===== config.mk =====
export PLATFORM = sky130hd
export DESIGN_NAME = vga_timing_gen
export DESIGN_NICKNAME = d
export VERILOG_FILES = /design/src/rtl/vga_pkg.sv /design/src/rtl/vga_axis_counter.sv /design/src/rtl/vga_timing_gen.sv
export SDC_FILE = /design/constraint.sdc
export NUM_CORES = 1
export LEC_CHECK = 0
export CAP_MARGIN = 20
export CORE_MARGIN = 5
export CORE_UTILIZATION = 56
export CTS_CLUSTER_DIAMETER = 100
export DETAILED_ROUTE_END_ITERATION = 6
export GPL_ROUTABILITY_DRIVEN = 1
export PLACE_DENSITY = 0.82
export SLEW_MARGIN = 5
export SYNTH_ARGS = -nofsm -noshare
export SYNTH_HDL_FRONTEND = slang
export SYNTH_SLANG_ARGS = --single-unit
export TNS_END_PERCENT = 100

===== constraint.sdc =====
create_clock -name clk_in -period 4.19 [get_ports clk_in]
set_input_delay 0.838 -clock clk_in [delete_from_list [all_inputs] [get_ports clk_in]]
set_output_delay 0.838 -clock clk_in [all_outputs]
set_load 0.02 [all_outputs]

===== src/rtl/vga_pkg.sv =====
// Shared types and helpers for the VGA raster engine.
//   vga_phase_e : where a counter sits within its axis (active, front porch,
//                 sync, back porch).
//   in_window   : half-open range test lo <= cnt < hi.
//   BAR_COUNT   : number of vertical bars in the built-in test pattern.
package vga_pkg;

  localparam int BAR_COUNT = 8;

  typedef enum logic [1:0] {
    ACTIVE,
    FPORCH,
    SYNC,
    BPORCH
  } vga_phase_e;

  function automatic logic in_window(input int cnt, input int lo, input int hi);
    return (cnt >= lo) && (cnt < hi);
  endfunction

endpackage


===== src/rtl/vga_axis_counter.sv =====
// One raster axis (horizontal or vertical): a counter running over
// ACTIVE+FP+SYNC+BP positions, advancing whenever step is high.
// Ports:
//   clk_in, rst_n : clock, synchronous active-low reset
//   step          : advance the count by one position
//   cnt           : current position, 0 .. total-1
//   wrap          : high when this step returns the count to 0
//   sync          : sync level for the current position (POL when asserted)
//   phase         : which region of the axis cnt is in
module vga_axis_counter
  import vga_pkg::*;
#(
  parameter int   ACTIVE = 640,
  parameter int   FP     = 16,
  parameter int   SYNC   = 96,
  parameter int   BP     = 48,
  parameter logic POL    = 1'b0,
  parameter int   CNT_W  = 12
) (
  input  logic             clk_in,
  input  logic             rst_n,
  input  logic             step,
  output logic [CNT_W-1:0] cnt,
  output logic             wrap,
  output logic             sync,
  output vga_phase_e       phase
);

  localparam int TOTAL = ACTIVE + FP + SYNC + BP;
  localparam logic [CNT_W-1:0] LAST = CNT_W'(TOTAL - 1);

  assign wrap = step && (cnt == LAST);

  always_ff @(posedge clk_in) begin
    if (!rst_n) begin
      cnt <= '0;
    end else if (step) begin
      cnt <= wrap ? '0 : cnt + CNT_W'(1);
    end
  end

  // The enum literals share names with the parameters, so they are qualified.
  always_comb begin
    phase = vga_pkg::BPORCH;
    if (in_window(int'(cnt), 0, ACTIVE))
      phase = vga_pkg::ACTIVE;
    else if (in_window(int'(cnt), ACTIVE, ACTIVE + FP))
      phase = vga_pkg::FPORCH;
    else if (in_window(int'(cnt), ACTIVE + FP, ACTIVE + FP + SYNC))
      phase = vga_pkg::SYNC;
  end

  assign sync = (phase == vga_pkg::SYNC) ? POL : ~POL;

endmodule


===== src/rtl/vga_timing_gen.sv =====
// Parametrised VGA raster engine. A pixel tick every PIX_DIV clk_in cycles
// (while en is high) advances the x/y raster; framebuffer reads are issued
// for visible pixels, and syncs, RGB and the line/frame pulses reach the pins
// through two tick-wide pipeline stages, so all outputs are mutually aligned.
// Build option: define VGA_TEST_PATTERN_EN to replace framebuffer data with
// eight vertical colour bars (fb_rd is then held low and fb_data ignored).
// Ports:
//   clk_in, rst_n : system clock, synchronous active-low reset
//   en            : run enable; low freezes the raster and all outputs
//   fb_rd         : one-cycle framebuffer read strobe for (fb_x, fb_y)
//   fb_x, fb_y    : read coordinates
//   fb_data       : {r,g,b}, sampled on the pixel tick following fb_rd
//   hSync, vSync  : syncs, asserted at H_POL / V_POL
//   red/green/blue: pixel colour, forced to 0 outside the visible area
//   line_start    : one-cycle pulse aligned with pixel x=0 on the pins
//   frame_start   : one-cycle pulse aligned with pixel (0,0) on the pins
//   frame_cnt     : completed frames, wrapping at 2^16
module vga_timing_gen
  import vga_pkg::*;
#(
  parameter int   COLOR_W  = 3,
  parameter int   H_ACTIVE = 640,
  parameter int   H_FP     = 16,
  parameter int   H_SYNC   = 96,
  parameter int   H_BP     = 48,
  parameter int   V_ACTIVE = 480,
  parameter int   V_FP     = 10,
  parameter int   V_SYNC   = 2,
  parameter int   V_BP     = 33,
  parameter logic H_POL    = 1'b0,
  parameter logic V_POL    = 1'b0,
  parameter int   PIX_DIV  = 2,
  parameter int   CNT_W    = 12
) (
  input  logic                 clk_in,
  input  logic                 rst_n,
  input  logic                 en,
  output logic                 fb_rd,
  output logic [CNT_W-1:0]     fb_x,
  output logic [CNT_W-1:0]     fb_y,
  input  logic [3*COLOR_W-1:0] fb_data,
  output logic                 hSync,
  output logic                 vSync,
  output logic [COLOR_W-1:0]   red,
  output logic [COLOR_W-1:0]   green,
  output logic [COLOR_W-1:0]   blue,
  output logic                 line_start,
  output logic                 frame_start,
  output logic [15:0]          frame_cnt
);

  // Packed so that fb_data maps onto it directly as {r,g,b}.
  typedef struct packed {
    logic [COLOR_W-1:0] r;
    logic [COLOR_W-1:0] g;
    logic [COLOR_W-1:0] b;
  } rgb_t;

  localparam int DIV_W = (PIX_DIV > 1) ? $clog2(PIX_DIV) : 1;

  logic [DIV_W-1:0] div;
  logic             tick;

  // With PIX_DIV=1 div stays 0 and every enabled cycle is a tick.
  assign tick = en && (div == DIV_W'(PIX_DIV - 1));

  always_ff @(posedge clk_in) begin
    if (!rst_n) begin
      div <= '0;
    end else if (en) begin
      div <= tick ? '0 : div + DIV_W'(1);
    end
  end

  logic [CNT_W-1:0] x, y;
  logic             h_wrap, v_wrap, h_sync, v_sync;
  vga_phase_e       h_phase, v_phase;

  vga_axis_counter #(
    .ACTIVE(H_ACTIVE), .FP(H_FP), .SYNC(H_SYNC), .BP(H_BP), .POL(H_POL), .CNT_W(CNT_W)
  ) u_h_axis (
    .clk_in(clk_in), .rst_n(rst_n), .step(tick),
    .cnt(x), .wrap(h_wrap), .sync(h_sync), .phase(h_phase)
  );

  vga_axis_counter #(
    .ACTIVE(V_ACTIVE), .FP(V_FP), .SYNC(V_SYNC), .BP(V_BP), .POL(V_POL), .CNT_W(CNT_W)
  ) u_v_axis (
    .clk_in(clk_in), .rst_n(rst_n), .step(h_wrap),
    .cnt(y), .wrap(v_wrap), .sync(v_sync), .phase(v_phase)
  );

  // ---- stage 0: decode of the live counter state ----
  logic vld_p0, ls_p0, fs_p0;

  assign vld_p0 = (h_phase == ACTIVE) && (v_phase == ACTIVE);
  assign ls_p0  = (x == '0);
  assign fs_p0  = ls_p0 && (y == '0);

  // v_wrap already implies a tick on the last pixel of the frame.
  always_ff @(posedge clk_in) begin
    if (!rst_n) begin
      frame_cnt <= '0;
    end else if (v_wrap) begin
      frame_cnt <= frame_cnt + 16'd1;
    end
  end

  always_ff @(posedge clk_in) begin
    if (!rst_n) begin
      fb_x <= '0;
      fb_y <= '0;
    end else if (tick) begin
      fb_x <= x;
      fb_y <= y;
    end
  end

`ifdef VGA_TEST_PATTERN_EN
  assign fb_rd = 1'b0;

  // bar = (x*8)/H_ACTIVE: count how many of the seven bar edges x*8 has passed.
  function automatic logic [2:0] bar_index(input logic [CNT_W-1:0] xv);
    logic [2:0] b;
    b = 3'd0;
    for (int k = 1; k < BAR_COUNT; k++) begin
      if ({xv, 3'b000} >= (CNT_W + 3)'(k * H_ACTIVE)) b = 3'(k);
    end
    return b;
  endfunction

  function automatic rgb_t bar_rgb(input logic [2:0] bar);
    rgb_t c;
    c.r = {COLOR_W{bar[2]}};
    c.g = {COLOR_W{bar[1]}};
    c.b = {COLOR_W{bar[0]}};
    return c;
  endfunction
`else
  always_ff @(posedge clk_in) begin
    if (!rst_n) fb_rd <= 1'b0;
    else        fb_rd <= tick && vld_p0;
  end
`endif

  // ---- stage 1: decoded raster state, one tick behind the counters ----
  logic vld_p1, hs_p1, vs_p1, ls_p1, fs_p1;
  rgb_t pix_p1;

  always_ff @(posedge clk_in) begin
    if (!rst_n) begin
      vld_p1 <= 1'b0;
      hs_p1  <= ~H_POL;
      vs_p1  <= ~V_POL;
      ls_p1  <= 1'b0;
      fs_p1  <= 1'b0;
    end else if (tick) begin
      vld_p1 <= vld_p0;
      hs_p1  <= h_sync;
      vs_p1  <= v_sync;
      ls_p1  <= ls_p0;
      fs_p1  <= fs_p0;
    end
  end

`ifdef VGA_TEST_PATTERN_EN
  rgb_t bar_p1;

  always_ff @(posedge clk_in) begin
    if (tick) bar_p1 <= bar_rgb(bar_index(x));
  end

  assign pix_p1 = bar_p1;
`else
  // The read issued at the previous tick has its data ready by this tick.
  assign pix_p1 = rgb_t'(fb_data);
`endif

  // ---- stage 2: output registers ----
  always_ff @(posedge clk_in) begin
    if (!rst_n) begin
      hSync       <= ~H_POL;
      vSync       <= ~V_POL;
      red         <= '0;
      green       <= '0;
      blue        <= '0;
      line_start  <= 1'b0;
      frame_start <= 1'b0;
    end else begin
      // Pulses last one clk_in cycle even though a pixel spans PIX_DIV cycles.
      line_start  <= 1'b0;
      frame_start <= 1'b0;
      if (tick) begin
        hSync       <= hs_p1;
        vSync       <= vs_p1;
        line_start  <= ls_p1;
        frame_start <= fs_p1;
        red         <= vld_p1 ? pix_p1.r : '0;
        green       <= vld_p1 ? pix_p1.g : '0;
        blue        <= vld_p1 ? pix_p1.b : '0;
      end
    end
  end

endmodule


==> metrics.md, run 1 <==
| Metric | Value |
|---|---|
| Ys Warns | 0 |
| Worst Setup Start Kind | input port |
| GR Overflow Total | 0 |
| Vias | 3318 |
| Port bufs | 65 |
| Main synth FF type | dfxtp_1 |
| Status | finished clean |
| Total track usage | 20.9% |
| Fill count | 535 |
| Die Footprint | 8120 µm² |
| Share of cells above drive strength 1 | 4.67% |
| Die Wd | 90.1 µm |
| Total chip power | 1.52 mW |
| CTS Sinks | 84 |
| Unrepaired setup endpoints after global routing | no |
| Core region area | 6310 µm² |
| Vias/cell | 5.82 |
| Area contributors post-synth | dfxtp_1 47%, a21oi_1 8.2%, nand2_1 8.1%, nand3_1 3.8%, clkbuf_1 3.3% |
| Slew at the pin closest to its max-slew limit | 977 ps |
| CP Capture Type | register |
| Max-cap viol count | 0 |
| Final setup TNS | 0 ps |
| Cts repair resizes | 0 |
| Synthesized area | 3590 µm² |
| Setup CP Type | in2reg |
| Hold WC Path Type | reg2reg |
| Hold depth | 2 |
| Initial Util | 56.9% |
| Total wire length | 8480 µm |
| GPL Wtd Cong | 0.871 |
| Min-delay src | green[0] |
| Synth top area share | 46.8% |
| R2R cell count | 5 |
| Register area share after synthesis | 46.8% |
| CP Max Fanout | 28 |
| CTS Hold Buffers Added | 0 |
| Final Setup Violations | 0 |
| Reg-to-reg critical path endpoint | u_v_axis.cnt[5] |
| EDFF count, synth | 0 |
| Leakage power | 1.43 nW |
| Largest net degree at the start of global routing | 47 |
| Area added between synthesis and finish | 24.0% |
| VDD IR max | 0.289 mV |
| CTS root buffer | clkbuf_8 |
| Min cycle time layout | 2960 ps |
| Final period util | 70.6% |
| Reg-to-reg slack, setup | 1260 ps |
| First-pass GRT wire length | 14600 µm |
| I/O pin total | 66 |
| Reg-to-reg critical path startpoint | u_h_axis.cnt[11] |
| Initial DRC Count | 246 |
| Worst-case clock buffer depth | 2 |
| Cell taking the most area after synthesis | dfxtp_1 |
| Synthesized area per cell | 8.11 µm² |
| Max Slew Vio Count | 0 |
| Clock transition at the registers of the reported paths | 90 ps |
| Most frequent cell after synthesis | dfxtp_1 |
| ANT cells | 0 |
| FP Rows | 29 |
| Asr flop ratio synth | 0% |
| Number of setup buffers added after CTS | 0 |
| Detailed Place HPWL | 5730 µm |
| Power per standard cell area | 341 nW/µm² |
| CP Data Required Time | 4390 ps |
| Clk_skew | 8.50 ps |
| FMAX | 338 MHz |
| Syn nets | 460 |
| Post-synthesis cell count | 443 |
| Most common library cells after synthesis | 84 x dfxtp_1, 78 x nand2_1, 59 x a21oi_1 |
| Final hold viol count | 0 |
| Number of global-route vias before repair | 3150 |
| Antenna violations before repair | 0 |
| Final nets | 505 |
| Drc violations | 0 |
| Placed cell areas | 4230 µm² |
| Clock Latency Late Sink | 350 ps |
| Unique masters post-synth | 38 |
| Sink of the worst hold path | green[0] |
| WP data arrival | 3160 ps |
| CTS buffer count | 9 |
| Yosys reg bits | 84 |
| DR WL/cell | 14.9 µm |
| First-pass DRT Iterations | 4 |
| Slew Limit Headroom | 34.8% |
| Routed Antenna Nets | 0 |
| CTS tree | built |
| Final instance area | 4460 µm² |
| Die height | 90.1 µm |
| H-tree Lvls | 3 |
-- registers in the layout, summed over array words and instances, names as in the netlist --
| register | count |
|---|---|
| div | 1 |
| vSync | 1 |
| blue | 3 |
| ls_p1 | 1 |
| fb_x | 12 |
| fb_y | 12 |
| vld_p1 | 1 |
| fb_rd | 1 |
| frame_cnt | 16 |
| green | 3 |
| hSync | 1 |
| line_start | 1 |
| vs_p1 | 1 |
| frame_start | 1 |
| red | 3 |
| hs_p1 | 1 |
| fs_p1 | 1 |
| u_v_axis.cnt | 12 |
| u_h_axis.cnt | 12 |
-- cells in the final DEF (no fill, tap or decap), types with 9 or more instances in the layout --
cell	count
nand3_1	27
o21ai_0	16
or4_1	13
or3_1	14
nand2_1	78
clkdlybuf4s50_1	65
clkbuf_8	9
inv_1	11
o31ai_1	11
nor2_1	15
a21oi_1	59
nand4_1	13
dfxtp_1	84
-- worst max-delay path, stage by stage --
cell and delay, ps:
clkdlybuf4s50_1 550, nand2_1 90, or4_1 640, buf_4 320, o21ai_1 640, a21oi_1 80
-- worst max path at each step --
stage | start | to | slack, ps | cells past startpoint
4_1_cts | en | u_v_axis.cnt[0] | 1250 | 6
6_report | en | u_v_axis.cnt[5] | 1230 | 6
5_1_grt | en | u_v_axis.cnt[10] | 1010 | 6
3_5_place_dp | en | u_v_axis.cnt[0] | 860 | 6
2_1_floorplan | u_h_axis.cnt[5] | frame_cnt[10] | 1850 | 6
3_3_place_gp | en | u_v_axis.cnt[0] | 930 | 6
-- layer usage --
metal | share of wire [%] | track usage, %
met1 | 46 | 27.8
met2 | 44 | 32.1
met3 | 7.2 | 4.76
met4 | 2.0 | 10.2
met5 | 0 | 0
-- through the flow --
| step | setup WS, ps | hold slack (ps) | utilization, % | std cells |
|---|---|---|---|---|
| 5_1_grt | 1010 | 465 | 70.6 | 570 |
| 3_5_place_dp | 861 | 445 | 67.1 | 554 |
| 2_1_floorplan | 1850 | 426 | - | 443 |
| 4_1_cts | 1250 | 457 | 70.6 | 570 |
| 3_3_place_gp | 928 | 435 | 67.1 | 554 |
| 6_report | 1230 | 454 | 70.6 | 570 |
-- cells by family after synthesis --
| kind of cell | Yosys count | synth area share (%) |
|---|---|---|
| and+or+nand+nor | 197 | 28.0 |
| AOI/OAI and AO/OA | 98 | 15.5 |
| adders and majority gates | 5 | 1.74 |
| xor gates and xnor gates | 10 | 2.44 |
| buffers and inverters | 48 | 5.26 |
| muxes | 1 | 0.279 |
| DFF | 84 | 46.8 |
-- final cells by class --
class	instances	area, µm²	area share [%]
clock buffer	9	124	2.78
sequential	84	1680	37.7
inverter	12	45.0	1.01
clock inverter	7	98.8	2.22
multi-input combinational	311	1720	38.7
tap	77	96.3	2.16
timing repair buffer	70	688	15.4
-- power by group --
| group | switching (mW) | internal [mW] | leakage [nW] |
|---|---|---|---|
| clock network | 0.303 | 0.340 | 0.110 |
| registers | 0.00690 | 0.805 | 0.678 |
| logic | 0.0425 | 0.0243 | 0.643 |
| total | 0.352 | 1.17 | 1.43 |
(Power assumes the default switching activity.)
==> run 2: changes to the inputs <==
--- a/config.mk
+++ b/config.mk
@@ -7,11 +7,11 @@
 export LEC_CHECK = 0
 export CAP_MARGIN = 20
 export CORE_MARGIN = 5
-export CORE_UTILIZATION = 56
+export CORE_UTILIZATION = 47
 export CTS_CLUSTER_DIAMETER = 100
 export DETAILED_ROUTE_END_ITERATION = 6
 export GPL_ROUTABILITY_DRIVEN = 1
-export PLACE_DENSITY = 0.82
+export PLACE_DENSITY = 0.73
 export SLEW_MARGIN = 5
 export SYNTH_ARGS = -nofsm -noshare
 export SYNTH_HDL_FRONTEND = slang
==> constraint.sdc (replaced) <==
create_clock -name clk_in -period 2.4 [get_ports clk_in]
set_input_delay 0.48 -clock clk_in [delete_from_list [all_inputs] [get_ports clk_in]]
set_output_delay 0.48 -clock clk_in [all_outputs]
set_load 0.02 [all_outputs]
==> run 2 against run 1 <==
Clock skew barely moved. Largest cell class unchanged. Critical endpoint is now u_v_axis.cnt[8]. Count of clock-buffer cells in the layout increased by 2. Via count increased by 5.3%. Critical path type is now reg2reg. Global-route usage is 1.9 points lower.
==> metrics.md, run 2 (synthesized netlist as in run 1, its figures left out) <==
| Metric | Value |
|---|---|
| Slew at the pin closest to its max-slew limit | 463 ps (-514 ps) |
| Core region area | 7330 µm² (+16%) |
| Largest register FFs | 16 (unchanged) |
| Clock Latency Late Sink | 350 ps (about the same) |
| Hold WC Path Type | reg2reg |
| CP Data Required Time | 2690 ps (-1700 ps) |
| Antenna violations before repair | 0 (unchanged) |
| Most frequent cells in the layout | 84 x dfxtp_1, 78 x nand2_1, 65 x clkdlybuf4s50_1 |
| Reg-to-reg critical path startpoint | u_h_axis.cnt[11] |
| Final hold viol count | 0 (unchanged) |
| WP data arrival | 2620 ps (-540 ps) |
| Min cycle time layout | 2330 ps |
| Final setup TNS | 0 ps (unchanged) |
| First-pass DRT Iterations | 5 (+1) |
| CTS tree | built |
| First-pass GRT wire length | 15300 µm (+4.9%) |
| CP Max Fanout | 6 (-79%) |
| Area added between synthesis and finish | 31.2% |
| Final period util | 97.2% |
| Initial DRC Count | 210 (-15%) |
| Final instance area | 4710 µm² (+5.8%) |
| Max-cap viol count | 0 (unchanged) |
| Total wire length | 9050 µm (+6.7%) |
| Setup CP Type | reg2reg |
| DR WL/cell | 14.7 µm (-1.4%) |
| Drc violations | 0 (unchanged) |
| Detailed Place HPWL | 6240 µm (+8.8%) |
| CTS root buffer | clkbuf_8 |
| Share of cells above drive strength 1 | 10.4% (+5.8 points) |
| GR Overflow Total | 0 (unchanged) |
| Max Slew Vio Count | 0 (unchanged) |
| CTS Sinks | 84 (unchanged) |
| Reg-to-reg slack, setup | 70 ps (-1190 ps) |
| Placed cell areas | 4450 µm² (+5.2%) |
| Leakage power | 1.57 nW (+9.8%) |
| ANT cells | 0 (unchanged) |
| Clock transition at the registers of the reported paths | 90 ps (about the same) |
| Vias | 3493 (+5.3%) |
| CTS buffer count | 9 (unchanged) |
| Die height | 97.4 µm (+8.1%) |
| GPL Wtd Cong | 0.860 (-1.2%) |
| Fill count | 631 (+18%) |
| Worst-case clock buffer depth | 2 (unchanged) |
| Min-delay src | blue[1] |
| Unrepaired setup endpoints after global routing | no |
| Die Footprint | 9490 µm² (+17%) |
| CTS Hold Buffers Added | 0 (unchanged) |
| Number of global-route vias before repair | 3218 (+2.2%) |
| Slew Limit Headroom | 69.1% (+34 points) |
| R2R cell count | 5 (unchanged) |
| Most flops, register | frame_cnt |
| Initial Util | 49.0% (-7.9 points) |
| Reg-to-reg critical path endpoint | u_v_axis.cnt[8] |
| Commonest non-fill, non-tap cell in the layout | dfxtp_1 |
| Total track usage | 19.1% (-1.9 points) |
| Final nets | 530 (+5.0%) |
| Power per standard cell area | 549 nW/µm² (+61%) |
| Sink of the worst hold path | blue[1] |
| H-tree Lvls | 3 (unchanged) |
| Final Setup Violations | 0 (unchanged) |
| Number of setup buffers added after CTS | 0 (unchanged) |
| Worst Setup Start Kind | register |
| Routed Antenna Nets | 0 (unchanged) |
| Port bufs | 65 (unchanged) |
| Largest net degree at the start of global routing | 47 (unchanged) |
| Status | finished clean |
| Hold depth | 2 (unchanged) |
| CP Capture Type | register |
| Clk_skew | 8.80 ps (+0.304 ps) |
| FMAX | 429 MHz |
| Die Wd | 97.4 µm (+8.1%) |
| VDD IR max | 0.410 mV (+42%) |
| Vias/cell | 5.66 (-2.7%) |
| I/O pin total | 66 (unchanged) |
| FP Rows | 31 (+6.9%) |
==> run 2: changes by cell type in the layout (fill, tap and decap cells not counted), moves of 2 or more <==
cell	change
buf_4	+23
clkbuf_8	+2
a21oi_1	-3
a21oi_2	+3
or4_4	+3
inv_6	-2
or4_1	-3
==> run 2: worst max path at each step <==
stage,startpoint,endpoint,cells after the start
2_1_floorplan,u_h_axis.cnt[5],frame_cnt[10],6
3_3_place_gp,en,u_v_axis.cnt[8],6
3_5_place_dp,en,u_v_axis.cnt[8],6
4_1_cts,u_h_axis.cnt[11],u_v_axis.cnt[8],5
5_1_grt,u_h_axis.cnt[11],u_v_axis.cnt[8],5
6_report,u_h_axis.cnt[11],u_v_axis.cnt[8],5
==> run 2: report_power, final <==
group	internal, mW	switching, mW
registers	1.40	0.0121
logic	0.0492	0.0772
clock network	0.539	0.503
total	1.99	0.593
==> run 2: per-layer routing <==
layer	GRT usage, %	up-vias	wire length [µm]	share of wire [%]
met1	26.4	1648	4230	47
met2	28.9	113	4050	45
met3	4.59	8	659	7.3
met4	6.71	0	100	1.1
met5	0	-	0	0
li1	-	1724	-	-
==> run 2: critical path: stages (launching register included) <==
cell and delay, ps:
dfxtp_1 320, or4_4 530, buf_4 160, or4_4 570
or4_1 540, a21oi_2 150
==> run 2: stage by stage <==
stage	power, mW	hold slack (ps)	cells	util, %	worst slack (ps)
after detailed placement	1.58	445	600	60.8	-65.5
after CTS	2.61	456	616	63.6	14.3
after floorplan	1.52	426	443	-	63.0
after global placement	1.57	435	600	60.8	-2.02
final	2.59	454	617	64.3	67.6
after global routing	2.68	471	617	64.3	16.2
==> run 2: area by class of cell <==
class	count	area [µm²]	share of cell area (%)
well taps	99	124	2.63
clock buffers	11	151	3.21
inverters	12	45.0	0.956
multi-input cells	311	1750	37.0
flip-flops and latches	84	1680	35.7
clock inverters	5	60.1	1.27
repair buffers	95	906	19.2
==> run 2: timing repair <==
action                                 4_1_cts  5_1_grt
endpoints found under the hold margin        0        0
gates resized for setup                      0        6
setup endpoints to repair                    0       11
==> run 3: changes to the inputs <==
--- a/config.mk
+++ b/config.mk
@@ -11,6 +11,7 @@
 export CTS_CLUSTER_DIAMETER = 100
 export DETAILED_ROUTE_END_ITERATION = 6
 export GPL_ROUTABILITY_DRIVEN = 1
+export HOLD_SLACK_MARGIN = 0.1
 export PLACE_DENSITY = 0.73
 export SLEW_MARGIN = 5
 export SYNTH_ARGS = -nofsm -noshare
==> results of run 3 <==
Final layout, timing and power as in run 2 (identical DEF).
